## src/rtl/pc_sequencer_if.sv

```systemverilog
// Fetch-side bus of the program-counter sequencer.
// The slave modport is the sequencer; the master modport is the fetch/branch
// logic that drives control inputs and consumes the fetch address.
interface pc_sequencer_if #(
  parameter int WIDTH = 32
);
  logic             FetchReady;
  logic             Redirect;
  logic [WIDTH-1:0] RedirectPC;
  logic             Trap;
  logic             Halt;
  logic             Resume;
  logic             Call;
  logic             Ret;
  logic [WIDTH-1:0] PC;
  logic             FetchValid;
  logic             Wrapped;
  logic             Halted;
  logic             RasEmpty;

  modport master (
    output FetchReady, Redirect, RedirectPC, Trap, Halt, Resume, Call, Ret,
    input  PC, FetchValid, Wrapped, Halted, RasEmpty
  );

  modport slave (
    input  FetchReady, Redirect, RedirectPC, Trap, Halt, Resume, Call, Ret,
    output PC, FetchValid, Wrapped, Halted, RasEmpty
  );
endinterface

```

## src/rtl/pc_sequencer.sv

```systemverilog
// Program counter for the fetch stage: sequential advance by STEP on accepted
// fetches, redirect/trap/return loads with fixed priority, wrap to RESET_VECTOR
// above PC_LIMIT, halt/resume control.
// Optional return-address stack: define PC_SEQUENCER_RAS_EN.
module pc_sequencer #(
  parameter int               WIDTH        = 32,
  parameter int               STEP         = 4,
  parameter logic [WIDTH-1:0] RESET_VECTOR = '0,
  parameter logic [WIDTH-1:0] PC_LIMIT     = WIDTH'(52),
  parameter logic [WIDTH-1:0] TRAP_VECTOR  = WIDTH'('h80),
  parameter int               RAS_DEPTH    = 4
) (
  input logic            Clock,
  input logic            ResetN,
  pc_sequencer_if.slave  bus
);

  localparam logic [WIDTH-1:0] STEP_W     = WIDTH'(STEP);
  localparam logic [WIDTH-1:0] ALIGN_MASK = ~(STEP_W - 1'b1);

  typedef enum logic [1:0] {BOOT, RUN, HALTED} state_t;

  state_t           state_q;
  logic [WIDTH-1:0] pc_q;
  logic             fv_q;
  logic             wrapped_q;
  logic             halted_q;

  logic [WIDTH-1:0] pc_d;
  logic             wrapped_d;
  logic             run_d;
  logic [WIDTH-1:0] cand_pc;
  logic             cand_ld;
  logic             accept;
  logic             active;
  logic             ret_sel;
  logic [WIDTH-1:0] seq_pc;

  // Return-stack view shared with the PC select logic
  logic             ras_empty;
  logic [WIDTH-1:0] ras_top;
  logic             ras_ret;

  assign accept = fv_q & bus.FetchReady;
  assign active = (state_q != BOOT);
  assign seq_pc = pc_q + STEP_W;

  assign bus.PC         = pc_q;
  assign bus.FetchValid = fv_q;
  assign bus.Wrapped    = wrapped_q;
  assign bus.Halted     = halted_q;
  assign bus.RasEmpty   = ras_empty;

`ifdef PC_SEQUENCER_RAS_EN
  localparam int                 PTR_W    = (RAS_DEPTH > 1) ? $clog2(RAS_DEPTH) : 1;
  localparam logic [PTR_W:0]     RAS_FULL = (PTR_W + 1)'(RAS_DEPTH);

  logic [WIDTH-1:0] ras_q [RAS_DEPTH];
  logic [PTR_W-1:0] sp_q;
  logic [PTR_W:0]   cnt_q;
  logic             push;
  logic             pop;

  assign ras_empty = (cnt_q == '0);
  assign ras_top   = ras_q[sp_q - 1'b1];
  assign ras_ret   = bus.Ret;
  // Call pushes the return address on an accepted fetch; Ret wins over Call and
  // Trap leaves the stack untouched.
  assign push      = accept & bus.Call & ~bus.Ret & ~bus.Trap;
  assign pop       = ret_sel & ~ras_empty;

  // Circular stack: sp points at the next free slot, overflow overwrites oldest
  always_ff @(posedge Clock) begin
    if (!ResetN) begin
      sp_q  <= '0;
      cnt_q <= '0;
    end else if (pop) begin
      sp_q  <= sp_q - 1'b1;
      cnt_q <= cnt_q - 1'b1;
    end else if (push) begin
      ras_q[sp_q] <= seq_pc;
      sp_q        <= sp_q + 1'b1;
      if (cnt_q != RAS_FULL) cnt_q <= cnt_q + 1'b1;
    end
  end
`else
  localparam int unused_ras_depth = RAS_DEPTH;
  logic unused_ras_in;

  assign ras_empty     = 1'b1;
  assign ras_top       = '0;
  assign ras_ret       = 1'b0;
  assign unused_ras_in = ^{bus.Call, bus.Ret};
`endif

  // Next-PC select: Trap > Redirect > Ret > Accept > hold, with wrap check
  always_comb begin
    ret_sel   = active & ras_ret & ~bus.Trap & ~bus.Redirect;
    cand_pc   = pc_q;
    cand_ld   = 1'b0;
    pc_d      = pc_q;
    wrapped_d = 1'b0;
    if (bus.Trap) begin
      pc_d = TRAP_VECTOR;
    end else if (bus.Redirect) begin
      cand_pc = bus.RedirectPC & ALIGN_MASK;
      cand_ld = 1'b1;
    end else if (ret_sel) begin
      if (ras_empty) begin
        pc_d      = RESET_VECTOR;
        wrapped_d = 1'b1;
      end else begin
        cand_pc = ras_top;
        cand_ld = 1'b1;
      end
    end else if (accept) begin
      cand_pc = seq_pc;
      cand_ld = 1'b1;
    end
    if (cand_ld) begin
      if (cand_pc > PC_LIMIT) begin
        pc_d      = RESET_VECTOR;
        wrapped_d = 1'b1;
      end else begin
        pc_d = cand_pc;
      end
    end
    // Trap always lands in RUN; otherwise Halt beats Resume
    run_d = bus.Trap ||
            ((state_q == RUN)    && !bus.Halt) ||
            ((state_q == HALTED) && !bus.Halt && bus.Resume);
  end

  // Control FSM with registered PC and status outputs
  always_ff @(posedge Clock) begin
    if (!ResetN) begin
      state_q   <= BOOT;
      pc_q      <= RESET_VECTOR;
      fv_q      <= 1'b0;
      wrapped_q <= 1'b0;
      halted_q  <= 1'b0;
    end else begin
      case (state_q)
        RUN, HALTED: begin
          pc_q      <= pc_d;
          wrapped_q <= wrapped_d;
          if (run_d) begin
            state_q  <= RUN;
            fv_q     <= 1'b1;
            halted_q <= 1'b0;
          end else begin
            state_q  <= HALTED;
            fv_q     <= 1'b0;
            halted_q <= 1'b1;
          end
        end
        default: begin
          state_q   <= RUN;
          fv_q      <= 1'b1;
          wrapped_q <= 1'b0;
          halted_q  <= 1'b0;
        end
      endcase
    end
  end

endmodule

```

## src/flat_wrapper.sv

```systemverilog
// flat-port wrapper written by rule: the top's interface ports become plain ports
module pc_sequencer_flat 
#(
  parameter int               WIDTH        = 32,
  parameter int               STEP         = 4,
  parameter logic [WIDTH-1:0] RESET_VECTOR = '0,
  parameter logic [WIDTH-1:0] PC_LIMIT     = WIDTH'(52),
  parameter logic [WIDTH-1:0] TRAP_VECTOR  = WIDTH'('h80),
  parameter int               RAS_DEPTH    = 4
)
  (Clock, ResetN, bus_FetchReady, bus_Redirect, bus_RedirectPC, bus_Trap, bus_Halt, bus_Resume, bus_Call, bus_Ret, bus_PC, bus_FetchValid, bus_Wrapped, bus_Halted, bus_RasEmpty);
  pc_sequencer_if #(.WIDTH(WIDTH)) bus_i ();
  input logic Clock;
  input logic ResetN;
  input wire logic [$bits(bus_i.FetchReady)-1:0] bus_FetchReady;
  input wire logic [$bits(bus_i.Redirect)-1:0] bus_Redirect;
  input wire logic [$bits(bus_i.RedirectPC)-1:0] bus_RedirectPC;
  input wire logic [$bits(bus_i.Trap)-1:0] bus_Trap;
  input wire logic [$bits(bus_i.Halt)-1:0] bus_Halt;
  input wire logic [$bits(bus_i.Resume)-1:0] bus_Resume;
  input wire logic [$bits(bus_i.Call)-1:0] bus_Call;
  input wire logic [$bits(bus_i.Ret)-1:0] bus_Ret;
  output wire logic [$bits(bus_i.PC)-1:0] bus_PC;
  output wire logic [$bits(bus_i.FetchValid)-1:0] bus_FetchValid;
  output wire logic [$bits(bus_i.Wrapped)-1:0] bus_Wrapped;
  output wire logic [$bits(bus_i.Halted)-1:0] bus_Halted;
  output wire logic [$bits(bus_i.RasEmpty)-1:0] bus_RasEmpty;
  assign bus_i.FetchReady = bus_FetchReady;
  assign bus_i.Redirect = bus_Redirect;
  assign bus_i.RedirectPC = bus_RedirectPC;
  assign bus_i.Trap = bus_Trap;
  assign bus_i.Halt = bus_Halt;
  assign bus_i.Resume = bus_Resume;
  assign bus_i.Call = bus_Call;
  assign bus_i.Ret = bus_Ret;
  assign bus_PC = bus_i.PC;
  assign bus_FetchValid = bus_i.FetchValid;
  assign bus_Wrapped = bus_i.Wrapped;
  assign bus_Halted = bus_i.Halted;
  assign bus_RasEmpty = bus_i.RasEmpty;
  pc_sequencer #(.WIDTH(WIDTH), .STEP(STEP), .RESET_VECTOR(RESET_VECTOR), .PC_LIMIT(PC_LIMIT), .TRAP_VECTOR(TRAP_VECTOR), .RAS_DEPTH(RAS_DEPTH)) u_core (.Clock(Clock), .ResetN(ResetN), .bus(bus_i));
endmodule
```

## config.mk

```make
export PLATFORM = sky130hd
export DESIGN_NAME = pc_sequencer_flat
export DESIGN_NICKNAME = d
export VERILOG_FILES = /design/src/rtl/pc_sequencer_if.sv /design/src/rtl/pc_sequencer.sv /design/src/flat_wrapper.sv
export SDC_FILE = /design/constraint.sdc
export NUM_CORES = 1
export LEC_CHECK = 0
export BUFFER_PORTS_ARGS = -buffer_cell sky130_fd_sc_hd__buf_2
export CORE_ASPECT_RATIO = 0.5
export CORE_MARGIN = 2
export CORE_UTILIZATION = 50
export DETAILED_ROUTE_END_ITERATION = 7
export HOLD_SLACK_MARGIN = 0.12
export PLACE_DENSITY_LB_ADDON = 0.12
export SYNTH_ARGS = -nofsm -noshare
export SYNTH_HDL_FRONTEND = slang
export SYNTH_SLANG_ARGS = --single-unit
```

## constraint.sdc

```tcl
create_clock -name Clock -period 3.3 [get_ports Clock]
set_clock_uncertainty 0.1 [all_clocks]
set_input_delay 0.66 -clock Clock [delete_from_list [all_inputs] [get_ports Clock]]
set_output_delay 0.66 -clock Clock [all_outputs]
set_load 0.02 [all_outputs]
```

==> impl_metrics.json, run 1 <==
{
  "die_w_um": 101,
  "power.leakage_uw": 0.00118,
  "p_sw_uw": 248,
  "rsz0062_at_grt": "false",
  "setup_viol": 0,
  "power.internal_uw": 703,
  "cts.sinks": 35,
  "ctsHoldBuffers": 0,
  "die_h_um": 52.6,
  "area_growth_pct": 21.0,
  "grt_pass1_wl_um": 11300,
  "timing.rr.start": "u_core.bus.PC[7]",
  "grtUsageTotal_pct": 27.4,
  "dpl.hpwl_um": 5150,
  "hold_path_class": "register to register",
  "seqPwrFrac_pct": 45.5,
  "synth.distinct_cells": 64,
  "arrival_ps": 3020,
  "cp_max_fo": 9,
  "setup_tns_ps": 0,
  "post_cts_resized": 0,
  "crit_required_ps": 3420,
  "power.share.clock_pct": 41.1,
  "clock_path_buffers": 2,
  "slew_violations": 0,
  "drive_above_1_share_pct": 27.7,
  "drc": 0,
  "status": "complete, no violations",
  "num_vias": 2523,
  "startpoint": "u_core.bus.PC[7]",
  "via_per_inst": 5.98,
  "synth_enable_flop_cells": 0,
  "grt_pass1_vias": 2237,
  "gr-total-overflow": 0,
  "drt-initial-drc-count": 248,
  "path_clk_slew_ps": 80,
  "fmax_mhz": 345,
  "ys_seq_area_share_pct": 29.7,
  "netlist.top_cell.by_area": "dfxtp_1",
  "path_cells": "nand4_4, nor4_4, nand4_1, xnor2_1, a2111oi_4, nand3_1, o21ai_1",
  "synthCells": 295,
  "num_antenna_cells": 0,
  "min_period_ps": 2900,
  "grt_max_degree": 33,
  "cp_slowest_cell": "a2111oi_4",
  "core-area_um2": 4470,
  "drv_cap": 0,
  "async_flop_share_pct": 0,
  "worstMarginPinSlew_ps": 710,
  "start_util_pct": 52.9,
  "crit_type": "register to register",
  "power_frac_comb_pct": 13.3,
  "synth.area.top_cells": "dfxtp_1, and2_1, nor2_1, nand4_1, nor4_1",
  "hold_viol_final": 0,
  "startpoint_type": "register",
  "cp_slowest_stage_delay_ps": 610,
  "nets": 408,
  "clk-insertion-delay-late_ps": 280,
  "peakVddDrop_mv": 0.192,
  "synthTopCellsByCount": "dfxtp_1, nor2_1, and2_1, nand2_1, a21oi_1",
  "yosysMostFrequentCell": "dfxtp_1",
  "synth_top_cell_area_share_pct": 29.7,
  "syn-num-nets": 339,
  "syn_area_per_cell_um2": 8.00,
  "die_area_um2": 5320,
  "min_from": "u_core.bus.PC[0]",
  "ys_seq_elements": 35,
  "wl_per_cell_um": 16.5,
  "routed_wl_um": 6950,
  "cts_htree_levels": 2,
  "cts_tree": "yes",
  "antenna_found_initial": 0,
  "fin_util_pct": 63.9,
  "num_rows": 17,
  "yosys_warnings": 0,
  "gp_congestion": 0.894,
  "fin_crit_sh_pct": 87.8,
  "synth-main-ff-cell": "dfxtp_1",
  "clock-root-buffer": "clkbuf_8",
  "port_buffers": 71,
  "max_slew_margin_pct": 52.2,
  "cts-buffers-inserted": 5,
  "crit_path_end_kind": "register",
  "post_cts_buffers": 0,
  "timing.hold.ws_ps": 397,
  "firstDrtPassIters": 5,
  "p_sw_share_pct": 26.1,
  "netlist_area_um2": 2360,
  "p_per_area_nw_per_um2": 333,
  "ant_nets": 0,
  "io-pin-count": 77
}
final cells by class:
| cell class | count | area (µm²) |
|---|---|---|
| inverter | 6 | 22.5 |
| tap | 57 | 71.3 |
| fill | 401 | 1610 |
| clock buffer | 5 | 68.8 |
| sequential | 35 | 701 |
| multi-input combinational | 237 | 1530 |
| timing repair buffer | 79 | 415 |
| clock inverter | 3 | 43.8 |
registers in the layout, indices dropped and copies added (netlist names):
name and cells:
u_core.state_q 2, u_core.bus.PC 32, u_core.bus.Wrapped 1
through the flow:
stage          total power (µW)  cells  setup WS (ps)  instance area, µm²
6_report                    951    422            402                2860
5_1_grt                     989    422            242                2860
4_1_cts                     956    422            440                2860
3_5_place_dp                568    414            260                2740
3_3_place_gp                565    414            326                2740
2_1_floorplan               520    295            643                2360
placed cells by master (no fill, tap or decap), types with 2 or more instances in the layout:
master,Yosys,routed
a21oi_1,16,16
o21ai_1,8,8
nor2_1,25,25
a31oi_1,3,3
or4_1,4,4
and4_1,2,2
nand3b_1,3,3
nand3_1,10,10
nor4_1,14,14
xnor2_1,5,5
nor3_1,10,10
a211oi_1,4,4
or4b_1,2,2
o21ai_0,9,9
nand4_4,2,2
o221ai_1,2,2
buf_4,6,8
o21a_1,2,2
or2b_1,3,3
buf_2,2,71
and2_1,24,24
nor2b_1,9,9
o31a_1,2,2
inv_1,6,6
clkbuf_8,0,5
ha_1,3,3
o22ai_1,4,4
mux2i_1,2,2
nand4_1,14,14
and3_1,2,2
nand2_1,18,18
xor2_1,3,3
nand2b_1,4,4
dfxtp_1,35,35
routing by layer:
layer  global-route usage [%]  vias to the layer above  wire (µm)
met5                        0                        -          0
met3                     4.93                        4        599
li1                         -                     1229          -
met2                     41.2                      125       3050
met4                     4.50                        0         19
met1                     41.1                     1165       3290
power groups by stage:
stage	logic (µW)	clock network [µW]	registers, µW
CTS	126	397	433
global placement	123	0	442
detailed placement	125	0	443
finish	127	391	433
floorplan	74.5	0	446
global route	140	415	433
path summary, 6_finish.rpt:
kind	endpoint	slack (ps)	cells past startpoint
worst max-delay path	u_core.bus.PC[3]	400	7
worst max register to register	u_core.bus.PC[3]	400	7
worst min-delay path	u_core.bus.PC[0]	400	2
worst min register to register	u_core.bus.PC[0]	400	2
cell families (layout without fill, tap and decap cells):
group,count (synthesis),in the layout,synth area share [%]
AOI/OAI and AO/OA,63,63,17.9
adders and majority gates,3,3,1.59
muxes,3,3,1.32
other,1,1,0.159
xor gates and xnor gates,8,8,2.97
buffers and inverters,23,93,5.35
DFF,35,35,29.7
and+or+nand+nor,159,159,41.1
critical path: cells and delay by family, from the launching register on:
kind / cells / cell delay [ps]
xor gates and xnor gates: 1 / 230
and+or+nand+nor: 4 / 1160
AOI/OAI and AO/OA: 2 / 770
DFF: 1 / 570
(Power assumes the default switching activity.)
==> run 2, diff against run 1 <==
- CELL_PAD_IN_SITES_DETAIL_PLACEMENT: unset -> 1
- CELL_PAD_IN_SITES_GLOBAL_PLACEMENT: unset -> 1
- CORE_UTILIZATION: 50 -> 36
==> run 2 against run 1 <==
Clock power increased by 29%. Critical path type unchanged. Clock-buffer cell count rose by 3. Critical path depth rose by 2. Core utilization down 16 points. Worst hold slack got worse by 6.2 ps. Total power rose by 13%. Sequential cell count is the same.
==> impl_metrics.json, run 2 (same netlist as run 1, synthesis figures left out) <==
{
  "io-pin-count": 77,
  "crit_path_end_kind": "register",
  "fmax_mhz": 345,
  "wl_per_cell_um": 17.6,
  "n_fill_cell": 789,
  "drt-initial-drc-count": 112,
  "drv_cap": 0,
  "gp_congestion": 0.894,
  "area_growth_pct": 25.4,
  "hold_path_end": "u_core.bus.PC[0]",
  "routed_wl_um": 8010,
  "power.leakage_uw": 0.00121,
  "max_slew_margin_pct": 57.7,
  "cts-buffers-inserted": 5,
  "power.internal_uw": 802,
  "die_area_um2": 7260,
  "grt_pass1_wl_um": 12800,
  "grt_pass1_vias": 2471,
  "reg2reg_depth": 9,
  "ctsHoldBuffers": 0,
  "rr_endpoint": "u_core.bus.PC[2]",
  "arrival_ps": 3020,
  "fin_crit_sh_pct": 88.0,
  "min_period_ps": 2900,
  "num_antenna_cells": 0,
  "cts_htree_levels": 2,
  "setup_tns_ps": 0,
  "largest_reg_flops": 32,
  "setup_viol": 0,
  "crit_required_ps": 3420,
  "die_w_um": 119,
  "firstDrtPassIters": 4,
  "crit_type": "register to register",
  "post_cts_resized": 0,
  "die_h_um": 61.3,
  "dpl.hpwl_um": 6110,
  "timing.rr.start": "u_core.bus.PC[3]",
  "min_from": "u_core.bus.PC[0]",
  "slew_violations": 0,
  "core-area_um2": 6210,
  "nets": 411,
  "rsz0062_at_grt": "false",
  "hold_path_class": "register to register",
  "port_buffers": 71,
  "power.share.clock_pct": 47.0,
  "hold_viol_final": 0,
  "post_cts_buffers": 0,
  "grt_max_degree": 23,
  "antenna_found_initial": 0,
  "start_util_pct": 38.0,
  "grtUsageTotal_pct": 23.1,
  "worstHoldPathCells": 2,
  "p_per_area_nw_per_um2": 362,
  "clock-root-buffer": "clkbuf_16",
  "regToRegSetupSlack_ps": 400,
  "drive_above_1_share_pct": 28.0,
  "gr-total-overflow": 0,
  "cp_max_fo": 7,
  "clock_path_buffers": 2,
  "ant_nets": 0,
  "cts.sinks": 35,
  "clk-insertion-delay-late_ps": 290,
  "num_vias": 2531,
  "status": "complete, no violations",
  "layout_common_cells": "buf_2, dfxtp_1, nor2_1",
  "seqPwrFrac_pct": 40.5,
  "worstMarginPinSlew_ps": 629,
  "p_sw_uw": 270,
  "num_rows": 20,
  "startpoint_type": "register",
  "layout_commonest_cell": "buf_2",
  "peakVddDrop_mv": 0.208,
  "path_clk_slew_ps": 50,
  "cts_tree": "yes",
  "p_sw_share_pct": 25.2,
  "drc": 0,
  "power_frac_comb_pct": 12.6,
  "final_area_um2": 2960,
  "via_per_inst": 5.55,
  "timing.hold.ws_ps": 391,
  "place_area_um2": 2810
}
run 2: cell count changes in the layout (fill, tap and decap cells not counted):
| cell | before | now |
|---|---|---|
| clkbuf_8 | 5 | 2 |
| clkbuf_16 | 0 | 5 |
| bufinv_16 | 1 | 0 |
| clkinv_4 | 1 | 0 |
| buf_4 | 8 | 11 |
| clkinv_2 | 1 | 0 |
| clkbuf_1 | 0 | 1 |
run 2: stage by stage:
stage	power, µW	setup slack (ps)	utilization, %	instances
detailed placement	577	238	45.2	448
CTS	1080	397	47.7	456
finish	1070	397	47.7	456
floorplan	520	643	-	295
global route	1110	149	47.7	456
global placement	573	288	45.2	448
run 2: layer usage:
layer,routed length (µm),up-vias,track usage [%]
met4,70,0,6.63
met1,3740,1213,30.2
met3,610,7,5.83
met2,3590,69,39.2
met5,0,-,0
li1,-,1242,-
run 2: area by class of cell:
type	count	area (µm²)	area share, %
clock buffers	8	156	5.28
flip-flops and latches	35	701	23.7
repair buffers	82	438	14.8
well taps	88	110	3.72
inverters	6	22.5	0.760
multi-input cells	237	1530	51.8
run 2: worst max-delay path by stage:
stage / from / endpoint / slack (ps) / depth (start not counted)
2_1_floorplan: u_core.bus.PC[2] / u_core.bus.PC[2] / 640 / 8
3_3_place_gp: bus_FetchReady / u_core.bus.PC[2] / 290 / 9
3_5_place_dp: bus_FetchReady / u_core.bus.PC[1] / 240 / 9
4_1_cts: u_core.bus.PC[3] / u_core.bus.PC[1] / 400 / 9
5_1_grt: u_core.bus.PC[3] / u_core.bus.PC[1] / 150 / 9
6_report: u_core.bus.PC[3] / u_core.bus.PC[2] / 400 / 9
run 2: power by group through the flow:
| stage | Sequential [µW] | Clock (µW) | Combinational [µW] |
|---|---|---|---|
| 2_1_floorplan | 446 | 0 | 74.5 |
| 3_3_place_gp | 443 | 0 | 131 |
| 3_5_place_dp | 443 | 0 | 134 |
| 4_1_cts | 434 | 513 | 135 |
| 5_1_grt | 435 | 528 | 149 |
| 6_report | 434 | 503 | 134 |
run 2: worst max-delay path: stages (launching register included):
cell,delay [ps]
dfxtp_1,460
ha_1,300
nand3_2,190
nor4_1,320
buf_4,180
mux2i_1,220
a311oi_1,170
a2111oi_4,570
o211ai_1,170
o21ai_1,150
==> run 3, diff against run 2 <==
- CORE_MARGIN: 2 -> unset
==> run 3 against run 2 <==
Sequential share of layout area grew 0.22 points. Final cell count shrank 0.44%. Register-to-register slack lost 70 ps. Fmax shrank 2.5%. First-iteration DRC count shrank 12%. Largest cell class unchanged. Core utilization shrank 0.44 points. Via count grew 1.3%. Combinational power is essentially flat.
==> impl_metrics.json, run 3 (same netlist as run 1, synthesis figures left out) <==
{
  "num_antenna_cells": 0,
  "startpoint": "u_core.bus.PC[3]",
  "layout_common_cells": "buf_2, dfxtp_1, nor2_1",
  "cp_max_fo": 7,
  "drive_above_1_share_pct": 27.6,
  "setup_viol": 0,
  "power.leakage_uw": 0.00120,
  "grt_pass1_wl_um": 12500,
  "post_cts_resized": 0,
  "cts_htree_levels": 2,
  "design_power_total_uw": 1010,
  "grtUsageTotal_pct": 24.3,
  "final_area_um2": 2930,
  "wl_per_cell_um": 17.5,
  "routed_wl_um": 7950,
  "layout_commonest_cell": "buf_2",
  "start_util_pct": 38.0,
  "grt_max_degree": 19,
  "crit_path_end_kind": "register",
  "rsz0062_at_grt": "false",
  "largest_reg_flops": 32,
  "firstDrtPassIters": 4,
  "core-area_um2": 6210,
  "reg2reg_depth": 9,
  "use_met3_pct": 5.21,
  "area_growth_pct": 24.3,
  "clk-insertion-delay-late_ps": 290,
  "hold_viol_final": 0,
  "setup_tns_ps": 0,
  "post_cts_buffers": 0,
  "min_period_ps": 2980,
  "port_buffers": 71,
  "drt-initial-drc-count": 99,
  "drc": 0,
  "hold_path_class": "register to register",
  "drv_cap": 0,
  "timing.rr.start": "u_core.bus.PC[3]",
  "arrival_ps": 3090,
  "regToRegSetupSlack_ps": 320,
  "status": "complete, no violations",
  "p_per_area_nw_per_um2": 345,
  "slew_violations": 0,
  "n_fill_cell": 816,
  "crit_required_ps": 3410,
  "place_ws_ps": 180,
  "die_w_um": 117,
  "cts.sinks": 35,
  "place_area_um2": 2810,
  "clock-root-buffer": "clkbuf_16",
  "num_vias": 2565,
  "max_slew_margin_pct": 51.8,
  "grt_pass1_vias": 2444,
  "startpoint_type": "register",
  "cts-buffers-inserted": 5,
  "antenna_found_initial": 0,
  "peakVddDrop_mv": 0.154,
  "min_from": "u_core.bus.PC[1]",
  "top_usage_layer": "met2",
  "via_per_inst": 5.65,
  "cts_tree": "yes",
  "met2_usage_pct": 38.8,
  "die_area_um2": 6910,
  "grt_use_met1_pct": 33.2,
  "timing.hold.ws_ps": 402,
  "rr_endpoint": "u_core.bus.PC[0]",
  "ant_nets": 0,
  "die_h_um": 59.3,
  "worstMarginPinSlew_ps": 717,
  "io-pin-count": 77,
  "nets": 411,
  "num_rows": 20,
  "clock_path_buffers": 2,
  "fmax_mhz": 336,
  "path_clk_slew_ps": 50,
  "gp_congestion": 0.897,
  "ctsHoldBuffers": 0,
  "dpl.hpwl_um": 6120,
  "worstHoldPathCells": 2,
  "hold_path_end": "u_core.bus.PC[1]",
  "worst_slack_ps": 323,
  "crit_type": "register to register",
  "fin_crit_sh_pct": 90.2,
  "gr-total-overflow": 0
}
==> run 3: changes by cell type in the layout (fill, tap and decap cells not counted), sizes merged <==
cell | previous run | this run
clkbuf | 8 | 6
==> run 3: final cells by class <==
| type | instances | area (µm²) | share of cell area, % |
|---|---|---|---|
| clock buffers | 6 | 129 | 4.39 |
| inverters | 6 | 22.5 | 0.768 |
| multi-input cells | 237 | 1530 | 52.3 |
| flip-flops and latches | 35 | 701 | 23.9 |
| well taps | 88 | 110 | 3.75 |
| repair buffers | 82 | 438 | 14.9 |
==> run 3: layer usage <==
metal,share of wire [%],vias up
met1,50,1261
li1,-,1235
met2,45,60
met3,4.1,9
met4,0.79,0
met5,0,-
==> run 3: stage by stage <==
| step | utilization (%) | std cells |
|---|---|---|
| floorplan | - | 295 |
| CTS | 47.3 | 454 |
| global route | 47.3 | 454 |
| finish | 47.3 | 454 |
| detailed placement | 45.2 | 448 |
| global placement | 45.2 | 448 |
==> run 3: power by group <==
group          switching [µW]  internal, µW
Sequential               7.53           427
Clock                     173           271
Combinational            80.2          54.0
==> run 3: worst max-delay path: stages, from the launching register on <==
cell,delay [ps]
dfxtp_1,440
ha_1,280
nand3_2,190
nor4_1,320
buf_4,170
mux2i_1,260
a311oi_1,180
a2111oi_4,610
nand4_1,170
o21ai_1,170
==> run 3: worst max path at each step <==
| stage | end | slack, ps | cells after the start |
|---|---|---|---|
| after CTS | u_core.bus.PC[0] | 360 | 9 |
| after detailed placement | u_core.bus.PC[0] | 180 | 9 |
| final | u_core.bus.PC[0] | 320 | 9 |
| after global placement | u_core.bus.PC[2] | 280 | 9 |
| after global routing | u_core.bus.PC[0] | 160 | 9 |
| after floorplan | u_core.bus.PC[2] | 640 | 8 |
